[config.mk]
export PLATFORM = sky130hd
export DESIGN_NAME = fsqrt_ctrl
export DESIGN_NICKNAME = d
export VERILOG_FILES = /design/src/rtl/fpu_pkg.sv /design/src/rtl/fp_classify.sv /design/src/rtl/fsqrt_ctrl.sv
export SDC_FILE = /design/constraint.sdc
export NUM_CORES = 1
export LEC_CHECK = 0
export BUFFER_PORTS_ARGS = -buffer_cell sky130_fd_sc_hd__buf_4
export CORE_ASPECT_RATIO = 0.8
export CORE_UTILIZATION = 51
export CTS_CLUSTER_SIZE = 24
export DETAILED_ROUTE_END_ITERATION = 10
export GPL_ROUTABILITY_DRIVEN = 0
export PLACE_DENSITY = 0.85
export SLEW_MARGIN = 20
export SYNTH_ARGS = -nofsm -noshare
export SYNTH_HDL_FRONTEND = slang
export SYNTH_HIERARCHICAL = 1
export SYNTH_SLANG_ARGS = --single-unit
[constraint.sdc]
create_clock -name clk -period 4.25 [get_ports clk]
set_clock_uncertainty 0.1 [all_clocks]
set_input_delay 0 -clock clk [delete_from_list [all_inputs] [get_ports clk]]
set_output_delay 0 -clock clk [all_outputs]
set_load 0.1 [all_outputs]
[src/rtl/fpu_pkg.sv]
// Shared FPU definitions: canonical constants, flag positions, operand
// classes and the front-end controller state encoding.
package fpu_pkg;

  localparam logic [31:0] CANON_NAN = 32'h7FC0_0000;
  localparam logic [31:0] POS_INF   = 32'h7F80_0000;

  // fflags bit positions {NV,DZ,OF,UF,NX}
  localparam int unsigned NV = 4;
  localparam int unsigned DZ = 3;
  localparam int unsigned OF = 2;
  localparam int unsigned UF = 1;
  localparam int unsigned NX = 0;

  localparam int unsigned CNT_W = 4;

  typedef enum logic [2:0] {
    ZERO,
    DENORM,
    NORMAL,
    INF,
    QNAN,
    SNAN
  } fp_class_t;

  // Controller states kept as plain constants for legacy compatibility
  localparam logic [1:0] IDLE = 2'd0;
  localparam logic [1:0] WAIT = 2'd1;
  localparam logic [1:0] DONE = 2'd2;

endpackage

[src/rtl/fp_classify.sv]
// Combinational single-precision operand classifier (sign + class).
module fp_classify
  import fpu_pkg::*;
(
  input  logic [31:0] a,
  output logic        sign,
  output fp_class_t   cls
);

  logic [7:0]  exp_f;
  logic [22:0] mant_f;

  assign sign   = a[31];
  assign exp_f  = a[30:23];
  assign mant_f = a[22:0];

  // Decode exponent/mantissa into an operand class
  always_comb begin
    cls = NORMAL;
    if (exp_f == '0) begin
      cls = (mant_f == '0) ? ZERO : DENORM;
    end else if (exp_f == '1) begin
      if (mant_f == '0)
        cls = INF;
      else if (mant_f[22])
        cls = QNAN;
      else
        cls = SNAN;
    end
  end

endmodule

[src/rtl/fsqrt_ctrl.sv]
// FSQRT.S front-end: classifies the operand, resolves special cases
// locally and sequences the combinational sqrt core for positive normals.
module fsqrt_ctrl
  import fpu_pkg::*;
#(
  parameter int unsigned CORE_LATENCY = 4
) (
  input  logic        clk,
  input  logic        rst,
  input  logic        start,
  input  logic [31:0] a,
  output logic [31:0] core_a,
  input  logic [31:0] core_result,
  output logic        busy,
  output logic        done,
  output logic [31:0] result,
  output logic [4:0]  fflags
);

  logic [1:0]       state;
  logic [CNT_W-1:0] cnt;
  logic             a_sign;
  fp_class_t        a_cls;

  fp_classify u_classify (
    .a    (a),
    .sign (a_sign),
    .cls  (a_cls)
  );

  assign busy = (state != IDLE);
  assign done = (state == DONE);

  // FSM, settle counter and result/flag registers
  always_ff @(posedge clk) begin
    if (rst) begin
      state  <= IDLE;
      cnt    <= '0;
      core_a <= '0;
      result <= '0;
      fflags <= '0;
    end else begin
      case (state)
        IDLE: begin
          if (start) begin
            // NaN classes are tested before the sign so -NaN is not flagged
            // as a negative operand
            if (a_cls == QNAN) begin
              result <= CANON_NAN;
              fflags <= '0;
              state  <= DONE;
            end else if (a_cls == SNAN) begin
              result     <= CANON_NAN;
              fflags     <= '0;
              fflags[NV] <= 1'b1;
              state      <= DONE;
            end else if (a_sign && (a_cls != ZERO)) begin
              result     <= CANON_NAN;
              fflags     <= '0;
              fflags[NV] <= 1'b1;
              state      <= DONE;
            end else begin
              case (a_cls)
                ZERO: begin
                  result <= a;
                  fflags <= '0;
                  state  <= DONE;
                end
                INF: begin
                  result <= POS_INF;
                  fflags <= '0;
                  state  <= DONE;
                end
                DENORM: begin
                  result <= '0;
                  fflags <= '0;
                  state  <= DONE;
                end
                default: begin
                  core_a <= a;
                  cnt    <= CNT_W'(CORE_LATENCY - 1);
                  state  <= WAIT;
                end
              endcase
            end
          end
        end
        WAIT: begin
          if (cnt == '0) begin
            result <= core_result;
            fflags <= '0;
            state  <= DONE;
          end else begin
            cnt <= cnt - 1'b1;
          end
        end
        DONE:    state <= IDLE;
        default: state <= IDLE;
      endcase
    end
  end

endmodule

==> metrics <==
outcome complete, no violations; Distinct cells, synth 45; RSZ-0062 raised after global routing no; Clock Root Buffer clkbuf_8; GRT Util Overall 33.9%; setup slack after layout around 750 ps; top cells by count, synth 77 x nand2_1, 71 x dfxtp_1, 38 x nor3_1; post-synthesis adder-cell area fraction less than 1%; initial antenna violation count 0; Sequential Power Share 33.7%; pwr dens about 440 nW/um^2; number of vias per cell about 5.7; Die Y-Extent 73.3 microns; Longest Clk Path Bufs 2; Sw Share 39.2%; multiplexer share of the synthesized area 0.309%; Area growth syn-to-layout 57.3%; synth warn 6; DRC Markers 0; Comb pwr share a little over a third; total number of vias 3666; ant diodes 0; hold crit path type input pin to flip-flop; CP endpoint kind flip-flop; I/O pin cnt 138; post-route clock period utilization 82.3%; share of cells above drive strength 1 between 30 and 40%; CP max FO 23; H-tree depth 3; nets@finish about 620; Reg clk slew, reported paths 70 ps; Cell Rows 25; leakage ~2.1 nW; TritonCTS buffer count 9; Top FF cell, synth dfxtp_1; total power 2.24 mW; Worst-Skew Late Latency ~350 ps; endpoints failing hold 0; first-pass GRT wire length 17400 microns; measured slew at the worst slew-check pin about 960 ps; Die ar. 6670 sq um; Filler cells 349; largest family of logic cells by synthesized area compound AO/OA/AOI/OAI gates; ys async rst share 0%; core area 6010 sq um; EDFF count, synth 0; wire per inst between 15 and 20 microns; number of global-route vias before repair 3444; Final Slew Violations 0; pre-CTS setup slack 1200 ps; clock group share of total power 30.3%; Worst setup SP type input pin; # setup viols final 0; first drt pass iteration count 5; setup TNS 0 ps; Synth area leaders dfxtp_1 44%, nand2_1 8.9%, nor3_1 5.9%; fmax 0.286 GHz; GR Overflow Total 0; max-cap check violation count 0; register area share after synthesis 43.9%; CP Class input pin to flip-flop; Yosys reg bits 71; number of clock sinks about 70; share of the synthesized area in the top cell type 43.9%; Starting Density 53.9%; Gates resized, CTS repair 0; largest area contributor in the netlist dfxtp_1; largest net degree at the start of global routing 72; Post-DP HPWL roughly 6800 microns; Synth Area in XOR/XNOR 0.541%; Die W 91.1 microns; CTS tree done; synthesized instance count between 300 and 400; peak supply drop 0.000301 V; input/output buffers about 130; total wire length 11300 microns; Period minus WS final 3500 ps; Crit path arrival time 3650 ps; Antenna Nets Post-Route 0; DRT iter0 DRCs 381; Avg Cell Area, Syn approximately 8.7 sq um; Synth Area in Simple Gates a little under a quarter; Slew HR 35.7%; cell area after synthesis 3240 sq um; Synth Area in Compound Gates 25.3%; critical path required time 4400 ps; P_int 1.36 mW; Psw 878 uW; most frequent cell after synthesis nand2_1
## what timing repair did
| action | 4_1_cts | 5_1_grt |
|---|---|---|
| setup buffers | 0 | 0 |
| hold buffers | 64 | 0 |
| endpoints found under the hold margin | 66 | 0 |
## final cells by class
type / count / area (sq um) / share of cell area, %
sequential: 71 / 1420 / 27.9
inverter: 3 / 11.3 / 0.221
clock buffer: 11 / 151 / 2.97
multi-input combinational: 267 / 1630 / 31.9
tap: 81 / 101 / 1.99
timing repair buffer: 202 / 1680 / 32.9
clock inverter: 5 / 104 / 2.04
## cells by family after synthesis
family          Yosys count
flops                    71
simple gates            150
mux                       1
other cells               1
compound gates          108
xor+xnor                  2
buf+inv                  39
fa+ha+maj                 2
## critical path, stage by stage
cell           delay [ps]
dlygate4sd3_1         560
buf_4                 150
nor4_1                420
and4_1                310
a31oi_1               200
a21oi_2               350
mux2i_1               270
and3_1                830
a22oi_1               220
a211oi_1              340
## layout by cell type, fill, tap and decap left out, types with 2 or more instances in the layout
master           n
nor2b_1          2
conb_1           4
bufinv_16        3
nor2b_2          2
nor2_1           6
clkbuf_8        11
inv_1            2
xor2_1           2
dfxtp_1         71
dlygate4sd3_1   64
a311oi_2         7
nor3_1          38
a21oi_1         35
nand4_1          2
a21oi_2          2
nand3_1          4
ha_1             2
a311oi_1         2
nor4_2           4
buf_4          138
nand2_1         77
and3_1           2
a211oi_1        14
nor4_1           3
a211oi_2        10
a22oi_1         23
o21ai_0          9
## power groups by stage
stage | sequential [mW] | clock (mW) | combinational (mW)
after CTS | 0.753 | 0.679 | 0.794
after global placement | 0.767 | 0 | 0.734
after detailed placement | 0.768 | 0 | 0.745
after floorplan | 1.12 | 0 | 0.219
final | 0.755 | 0.679 | 0.807
after global routing | 0.761 | 0.710 | 0.837
## metal layers
layer / vias up / wire length (microns) / track usage [%]
met4: 0 / 237 / 13.8
met3: 26 / 1060 / 7.45
met2: 226 / 5460 / 58.6
li1: 1706 / - / -
met1: 1708 / 4570 / 41.8
met5: - / 0 / 0
## sequential cells by signal (all words and copies together) (netlist names)
name	count
state	2
core_a	32
cnt	4
result	32
fflags	1
## final timing paths
kind | from | end | slack (ps) | cells after the start
worst max-delay path | a[16] | result[11]$_SDFFE_PP0P_ | 750 | 10
worst min-delay path | start | state[1]$_SDFFE_PP0P_ | 20 | 4
worst max register to register | state[0]$_SDFFE_PP0P_ | result[27]$_SDFFE_PP0P_ | 1510 | 6
worst min register to register | core_a[1]$_SDFFE_PP0P_ | core_a[1]$_SDFFE_PP0P_ | 360 | 2
## per-stage QoR
step                      util (%)  cells  hold slack [ps]  cell area, sq um
after CTS                     84.8    640             7.21              5090
after global routing          84.8    640             27.6              5090
after floorplan                  -    377             36.0              3250
after detailed placement      69.9    560              176              4200
after global placement        69.9    560              171              4200
final                         84.8    640             23.8              5090
Power figures use the tool's default switching activity.
